`src/rtl/iir_coef_ctrl_pkg.sv`:
```
// iir_coef_ctrl_pkg
// Shared constants and types for the IIR coefficient controller:
// coefficient width and layout, coefficient index codes, FSM state encoding.
package iir_coef_ctrl_pkg;

   localparam int COEF_W        = 16;
   localparam int COEFS_PER_SEC = 4;
   localparam int SEC_BITS      = COEF_W * COEFS_PER_SEC;

   localparam logic [1:0] IDX_A11 = 2'd0;
   localparam logic [1:0] IDX_A21 = 2'd1;
   localparam logic [1:0] IDX_B11 = 2'd2;
   localparam logic [1:0] IDX_B21 = 2'd3;

   typedef enum logic [1:0] {
      IDLE     = 2'd0,
      WAIT_STB = 2'd1,
      FLUSH    = 2'd2
   } state_t;

endpackage

```
`src/rtl/iir_coef_ctrl_bank.sv`:
```
// iir_coef_bank
// Shadow and active coefficient banks for NSEC biquad sections.
//   clk, reset  : clock, synchronous active-low reset (zeroes both banks)
//   we          : write one shadow coefficient at (wsec, widx) with wdata
//   copy        : bulk-copy the whole shadow bank into the active bank
//   coef_out    : flattened active bank, section s at [64s+63:64s],
//                 {b_2_1, b_1_1, a_2_1, a_1_1} with a_1_1 in the low bits
// The caller guarantees wsec < NSEC and that we/copy are never asserted
// together, so no ordering between the two paths is needed.
module iir_coef_bank
   import iir_coef_ctrl_pkg::*;
#(
   parameter int NSEC = 2,
   parameter int SECW = 1
) (
   input  logic                     clk,
   input  logic                     reset,
   input  logic                     we,
   input  logic [SECW-1:0]          wsec,
   input  logic [1:0]               widx,
   input  logic [COEF_W-1:0]        wdata,
   input  logic                     copy,
   output logic [NSEC*SEC_BITS-1:0] coef_out
);

   logic [NSEC*SEC_BITS-1:0] shadow;
   logic [NSEC*SEC_BITS-1:0] active;

   always_ff @(posedge clk) begin
      if (!reset) begin
         shadow <= '0;
         active <= '0;
      end else begin
         if (copy) begin
            active <= shadow;
         end
         if (we) begin
            for (int s = 0; s < NSEC; s++) begin
               for (int i = 0; i < COEFS_PER_SEC; i++) begin
                  if (wsec == SECW'(s) && widx == 2'(i)) begin
                     shadow[(s*COEFS_PER_SEC + i)*COEF_W +: COEF_W] <= wdata;
                  end
               end
            end
         end
      end
   end

   assign coef_out = active;

endmodule

```
`src/rtl/iir_coef_ctrl.sv`:
```
// iir_coef_ctrl
// Coefficient configuration controller for a cascade of NSEC IIR sections.
// Host writes land in a shadow bank; a commit swaps shadow into active on
// the next sample strobe, optionally followed by a delay-line flush.
//   clk, reset          : clock, synchronous active-low reset
//   cfg_we/sec/idx/wdata: single coefficient write into the shadow bank
//   cfg_commit, cfg_flush: request a swap, flush flag sampled with it
//   sample_en           : datapath sample strobe (swap boundary)
//   coef_out            : active coefficients, flattened
//   sec_reset_n         : registered active-low reset to all sections
//   busy                : commit in progress
//   commit_done         : one-cycle pulse when a commit finishes
//   cfg_err             : one-cycle pulse when a write/commit was rejected
//
// state    | meaning
// ---------+-----------------------------------------------------------
// IDLE     | accepting writes and commits
// WAIT_STB | commit pending, waiting for sample_en to swap banks
// FLUSH    | banks swapped, holding sec_reset_n low for FLUSH_CYC cycles
module iir_coef_ctrl
   import iir_coef_ctrl_pkg::*;
#(
   parameter int NSEC      = 2,
   parameter int SECW      = 1,
   parameter int FLUSH_CYC = 3
) (
   input  logic                     clk,
   input  logic                     reset,
   input  logic                     cfg_we,
   input  logic [SECW-1:0]          cfg_sec,
   input  logic [1:0]               cfg_idx,
   input  logic [COEF_W-1:0]        cfg_wdata,
   input  logic                     cfg_commit,
   input  logic                     cfg_flush,
   input  logic                     sample_en,
   output logic [NSEC*SEC_BITS-1:0] coef_out,
   output logic                     sec_reset_n,
   output logic                     busy,
   output logic                     commit_done,
   output logic                     cfg_err
);

   localparam int              CNT_W  = (FLUSH_CYC > 1) ? $clog2(FLUSH_CYC) : 1;
   localparam logic [CNT_W-1:0] CNT_LD = CNT_W'(FLUSH_CYC - 1);
   localparam logic [SECW:0]   NSEC_L = (SECW+1)'(NSEC);

   state_t           state;
   logic             flush_q;
   logic [CNT_W-1:0] cnt;

   logic sec_ok;
   logic idle;
   logic write_ok;
   logic copy;
   logic err_now;

   assign sec_ok   = ({1'b0, cfg_sec} < NSEC_L);
   assign idle     = (state == IDLE);
   assign write_ok = cfg_we && sec_ok && idle;
   assign copy     = (state == WAIT_STB) && sample_en;
   assign err_now  = (cfg_we && (!sec_ok || !idle)) || (cfg_commit && !idle);

   iir_coef_bank #(
      .NSEC (NSEC),
      .SECW (SECW)
   ) u_bank (
      .clk      (clk),
      .reset    (reset),
      .we       (write_ok),
      .wsec     (cfg_sec),
      .widx     (cfg_idx),
      .wdata    (cfg_wdata),
      .copy     (copy),
      .coef_out (coef_out)
   );

   always_ff @(posedge clk) begin
      if (!reset) begin
         state       <= IDLE;
         flush_q     <= 1'b0;
         cnt         <= '0;
         busy        <= 1'b0;
         commit_done <= 1'b0;
         cfg_err     <= 1'b0;
         sec_reset_n <= 1'b0;
      end else begin
         commit_done <= 1'b0;
         cfg_err     <= err_now;
         sec_reset_n <= 1'b1;
         case (state)
            IDLE: begin
               // sample_en in this same cycle is deliberately not a swap point
               if (cfg_commit) begin
                  flush_q <= cfg_flush;
                  state   <= WAIT_STB;
                  busy    <= 1'b1;
               end
            end
            WAIT_STB: begin
               if (sample_en) begin
                  if (flush_q) begin
                     state       <= FLUSH;
                     sec_reset_n <= 1'b0;
                     cnt         <= CNT_LD;
                  end else begin
                     state       <= IDLE;
                     busy        <= 1'b0;
                     commit_done <= 1'b1;
                  end
               end
            end
            FLUSH: begin
               if (cnt == '0) begin
                  state       <= IDLE;
                  busy        <= 1'b0;
                  commit_done <= 1'b1;
               end else begin
                  cnt         <= cnt - 1'b1;
                  sec_reset_n <= 1'b0;
               end
            end
            default: begin
               state <= IDLE;
               busy  <= 1'b0;
            end
         endcase
      end
   end

endmodule

```
`config.mk`:
```
export PLATFORM = sky130hd
export DESIGN_NAME = iir_coef_ctrl
export DESIGN_NICKNAME = d
export VERILOG_FILES = /design/src/rtl/iir_coef_ctrl_pkg.sv /design/src/rtl/iir_coef_ctrl_bank.sv /design/src/rtl/iir_coef_ctrl.sv
export SDC_FILE = /design/constraint.sdc
export NUM_CORES = 1
export LEC_CHECK = 0
export ABC_AREA = 0
export CAP_MARGIN = 20
export CELL_PAD_IN_SITES_DETAIL_PLACEMENT = 2
export CELL_PAD_IN_SITES_GLOBAL_PLACEMENT = 2
export CORE_ASPECT_RATIO = 1.4
export CORE_MARGIN = 5
export CORE_UTILIZATION = 29
export DETAILED_ROUTE_END_ITERATION = 8
export MAX_ROUTING_LAYER = met4
export PLACE_DENSITY_LB_ADDON = 0.1
export SLEW_MARGIN = 20
export SYNTH_ARGS = -nofsm -noshare
export SYNTH_HDL_FRONTEND = slang
export SYNTH_SLANG_ARGS = --single-unit
```
`constraint.sdc`:
```
create_clock -name clk -period 1.52 [get_ports clk]
set_input_delay 0.228 -clock clk [delete_from_list [all_inputs] [get_ports clk]]
set_output_delay 0.228 -clock clk [all_outputs]
set_load 0.02 [all_outputs]
```
---- Word-level counts from Yosys, hierarchy flattened ----
Index checks and enable logic that the tools add are counted.
word-level totals
  flip-flop bits (word level) ............. 265
  bits of input ports ..................... 25
  output and inout port bits .............. 132
  logic and storage cells ................. 79
operators by class
  add/subtract/negate cells ............... 1
  equality and inequality tests ........... 11
  multiplexer cells ....................... 20
  bitwise operators ....................... 1
  reduce and logical (&&, ||, !) cells .... 30
operators with widths
  cell                                               number
  AND reduction 2 bit                                9
  2-to-1 mux 2 bit                                   7
  logical AND 1 bit                                  12
  inequality test 2 bit (second input constant)      6
  2-to-1 mux 1 bit                                   8
  AND reduction 4 bit                                2
  == test 2 bit (second input constant)              3
  logical NOT 2 bit                                  3
  case mux 2 bit (3 select lines)                    1
  == test 2 x 1 -> 1 bit (second input constant)     2
  case mux 1 bit (2 select lines)                    2
  case mux 2 bit (2 select lines)                    1
  case mux 1 bit (3 select lines)                    1
  AND reduction 3 bit                                1
  nonzero test 2 bit                                 1
  subtractor 2 x 1 -> 2 bit (second input constant)  1
  logical NOT 1 bit                                  1
  logical OR 1 bit                                   1
  NOT 1 bit                                          1

---- Logic depth before layout (Yosys ltp) ----
  depth in word-level cells ............... 4
  mapped depth ............................ 7
  gate-level depth less buffers ........... 5

---- Modules after synthesis ----
A second synthesis with hierarchy kept.
second synthesis, totals
  cells, all modules ...................... 910
  area total of the unflattened synthesis .. 9968.3 µm²
by module, submodules not included
  module         instances  cells an instance  area an instance (µm²)  seq. area each (µm²)
  iir_coef_bank  1          851                9452.8                  5124.9
  iir_coef_ctrl  1          59                 515.5                   180.2

---- Worst setup path before layout ----
Ideal clock, no wire load.
  path kind ............................... register -> register
  start ................................... register state[0]
  end ..................................... register u_bank.shadow[85]
  library setup time ...................... 0.073 ns
  arrival time ............................ 1.587 ns
  path slack .............................. -0.140 ns
  stages on the path, launching flop included .. 7
  path buffers ............................ 1
  cells stage by stage .................... dfxtp_1 > inv_1 > ha_1 > nand2_2 > nor3_4 > buf_6 > mux2i_1
between the ends
  longest elaborated chain between the ends .. 3
ends and longest elaborated chain
  element                               line                      text
  start, declared                       iir_coef_ctrl.sv:47       state_t state;
  start signal, assigned                iir_coef_ctrl.sv:79       state <= IDLE;
  start signal, assigned                iir_coef_ctrl.sv:95       state <= WAIT_STB;
  start signal, assigned                iir_coef_ctrl.sv:102      state <= FLUSH;
  logical NOT 2 bit                     iir_coef_ctrl.sv:58       assign idle = (state == IDLE);
  logical AND 1 bit                     iir_coef_ctrl.sv:59       assign write_ok = cfg_we && sec_ok && idle;
  AND reduction 2 bit (no source line)  --
  end signal, assigned by index         iir_coef_ctrl_bank.sv:41  shadow[(s*COEFS_PER_SEC + i)*COEF_W +: COEF_W] <= wdata;
  end, declared                         iir_coef_ctrl_bank.sv:26  logic [NSEC*SEC_BITS-1:0] shadow;
No other way between the ends.
A chain may end at the register's enable or synchronous reset.

---- Worst setup path in the final report ----
  start ................................... register state[0]
  end ..................................... register u_bank.shadow[89]
The elaborated chain is that of the path after synthesis.

==> impl_metrics.json <==
{
  "status": "finished clean",
  "grt_overflow_total": 0,
  "power.leakage_uw": 0.00520,
  "cts_tree": "done",
  "vias": 7821,
  "crit_fanout": 8,
  "critPathCaptureType": "flop",
  "maxCapViolCount": 0,
  "irDropWorstVdd_uv": 738,
  "cts_hold_buffers": 0,
  "io_pins": 157,
  "grt_pass1_wl_mm": 50.9,
  "clk_latency_ns": 0.55,
  "rows": 78,
  "rsz0062_at_grt": "true",
  "h-tree-depth": 1,
  "hold_viol": 0,
  "via_per_inst": 4.63,
  "synth_cells": 1051,
  "fin_skew_ns": 0.0105,
  "drt_pass1_iterations": 4,
  "crit_type": "reg2reg",
  "clk_pin_slew_ns": 0.06,
  "drtIter0Drc": 242,
  "antenna_found_initial": 0,
  "synthAdderAreaFrac_pct": 0.790,
  "routedWlPerCell_um": 19.3,
  "synth.distinct_cells": 31,
  "clock-root-buffer": "clkbuf_16",
  "grt_usage_pct": 18.3,
  "ys_ff_latch": 265,
  "postSynthAreaPerCell_sq_um": 9.04,
  "final_util_pct": 40.3,
  "synthXorXnorAreaFrac_pct": 0,
  "ant_nets": 0,
  "antenna_cells": 0,
  "synthMuxAreaShare_pct": 14.0,
  "power_uw": 15500,
  "fmax_mhz": 677,
  "startpoint": "state[0]",
  "tightest_slew_ns": 0.630,
  "fp.dieH_um": 224,
  "cts_inserted_buffers": 28,
  "relSlewSlack_pct": 57.9,
  "drive_above_1_share_pct": 11.4,
  "grt_pass1_vias": 8666,
  "crit_arrival_ns": 1.94,
  "maxSlewViolCount": 0,
  "drc_errors": 0,
  "die_w_um": 163,
  "hp-class": "in2reg",
  "finalCriticalPeriod_ns": 1.48,
  "die-area_sq_um": 36500,
  "final_nets": 1266,
  "period_share_pct": 97.2,
  "cellPowerDensity_nw_per_um2": 1190,
  "crit-reg2reg-launch": "state[0]",
  "synth_top_family_by_area": "simple AND/OR/NAND/NOR gates",
  "seq_area_frac_synth_pct": 55.8,
  "crit_required_ns": 1.99,
  "netlist_area_sq_um": 9500,
  "cts_buffer_depth": 3,
  "gp_congestion": 0.775,
  "grt_max_degree": 68,
  "cp-start-kind": "flop",
  "synth_simple_gate_area_share_pct": 18.7,
  "area_delta_synth_final_pct": 37.4,
  "setup_viol": 0,
  "hold_start": "reset",
  "io_buffer_count": 156,
  "start_util_pct": 29.3,
  "core-area_sq_um": 32400,
  "wl_mm": 32.5,
  "synth-compound-area-share_pct": 7.06,
  "cts_sinks": 265,
  "syn-num-nets": 1082,
  "synth_warnings": 0,
  "hpwl_mm": 21.2
}
-- through the flow --
stage	setup TNS, ns	cell area, sq um	worst slack (ns)	hold WS [ns]	std cells
after floorplan	0	9520	0.000824	0.372	1051
after global placement	-25.96	12100	-0.274	0.442	1634
after detailed placement	-31.27	12100	-0.324	0.448	1634
after CTS	0	13000	0.000368	0.116	1686
after global routing	-0.0984	13100	-0.0274	0.153	1690
final	0	13100	0.0430	0.139	1690
-- cell usage in the layout, fill, tap and decap left out, types with 2 or more instances in the layout --
cell,n
a21oi_1,124
clkdlybuf4s50_1,23
inv_1,2
a21oi_2,4
dlygate4sd2_1,101
clkinv_2,3
dfxtp_1,263
buf_16,3
clkbuf_8,4
nand3_1,2
nand2_1,414
nand2b_1,3
ha_1,4
inv_4,3
nor2_1,3
nor2_4,4
nand2_8,2
clkbuf_2,3
clkbuf_1,7
buf_12,30
nor3_1,2
clkdlybuf4s15_1,22
buf_4,31
nor3_4,2
buf_6,3
clkbuf_16,29
nand3_2,2
nand2b_4,2
mux2i_1,132
clkdlybuf4s15_2,6
-- synthesized netlist by cell type, drive strengths merged --
master | instances | area [sq um]
and3 | 1 | 6.26
nand2b | 5 | 33.8
nand2 | 416 | 1560
inv | 5 | 18.8
nand4 | 1 | 6.26
o21ai | 1 | 5.00
nor2 | 7 | 56.3
a32o | 1 | 10.0
nand3 | 4 | 30.0
a21oi | 128 | 641
mux2i | 133 | 1330
nor3 | 4 | 42.5
nand3b | 2 | 18.8
clkbuf | 41 | 154
a31oi | 1 | 6.26
dfxtp | 265 | 5310
o2111ai | 1 | 8.76
and2 | 1 | 6.26
ha | 6 | 75.1
nor3b | 1 | 12.5
buf | 27 | 168
-- metal layers --
layer  track usage (%)  wire [um]  part of all wire, %  up-vias
met1              22.6      14500                   45     3879
met5                 -          0                    0        -
met3              2.17        887                  2.7       26
li1                  -          -                    -     3787
met2              32.1      16700                   51      129
met4              3.84        491                  1.5        0
-- cell type report --
| type | count | area [sq um] |
|---|---|---|
| clock buffer | 40 | 807 |
| clock inverter | 5 | 53.8 |
| fill | 3612 | 19300 |
| inverter | 5 | 26.3 |
| multi-input combinational | 713 | 3940 |
| sequential | 265 | 5310 |
| tap | 440 | 551 |
| timing repair buffer | 222 | 2370 |
-- flip-flops by register name, indices dropped and copies added (netlist names) --
| name | cells |
|---|---|
| cnt | 2 |
| flush_q | 1 |
| state | 2 |
| commit_done | 1 |
| cfg_err | 1 |
| sec_reset_n | 1 |
| u_bank.shadow | 128 |
| u_bank.coef_out | 128 |
| busy | 1 |
-- power by group --
group	switching, uW	total (uW)	internal, uW
clock	2780	6590	3820
sequential	85.0	7170	7090
combinational	1050	1740	698
total	3910	15500	11600
-- timing repair --
| item | CTS | global route |
|---|---|---|
| setup buffers | 6 | 4 |
| pin swaps | 0 | 2 |
| gates cloned | 2 | 0 |
| resized for setup | 164 | 30 |
| endpoints found under the setup margin | 228 | 70 |
-- final timing paths --
kind                               end  slack [ns]  depth (start not counted)
hold / removal       u_bank.shadow[65]        0.14                          3
setup reg to reg     u_bank.shadow[89]        0.04                          7
setup / recovery     u_bank.shadow[89]        0.04                          7
hold reg to reg   u_bank.coef_out[117]        0.45                          2
-- logic make-up (layout without fill, tap and decap cells) --
family / Yosys count / count (layout)
AO/OA/AOI/OAI: 132 / 132
adder cells (fa/ha/maj): 6 / 6
buffers and inverters: 73 / 272
flip-flops: 265 / 265
multiplexers: 133 / 133
AND/OR/NAND/NOR: 442 / 442
-- worst max-delay path, cell delays in order (launching register included) --
cell,delay [ns]
dfxtp_4,0.36
inv_4,0.07
ha_4,0.19
nand2_8,0.07
nor3_4,0.20
buf_12,0.14
buf_12,0.13
mux2i_2,0.22
Power figures use the tool's default switching activity.
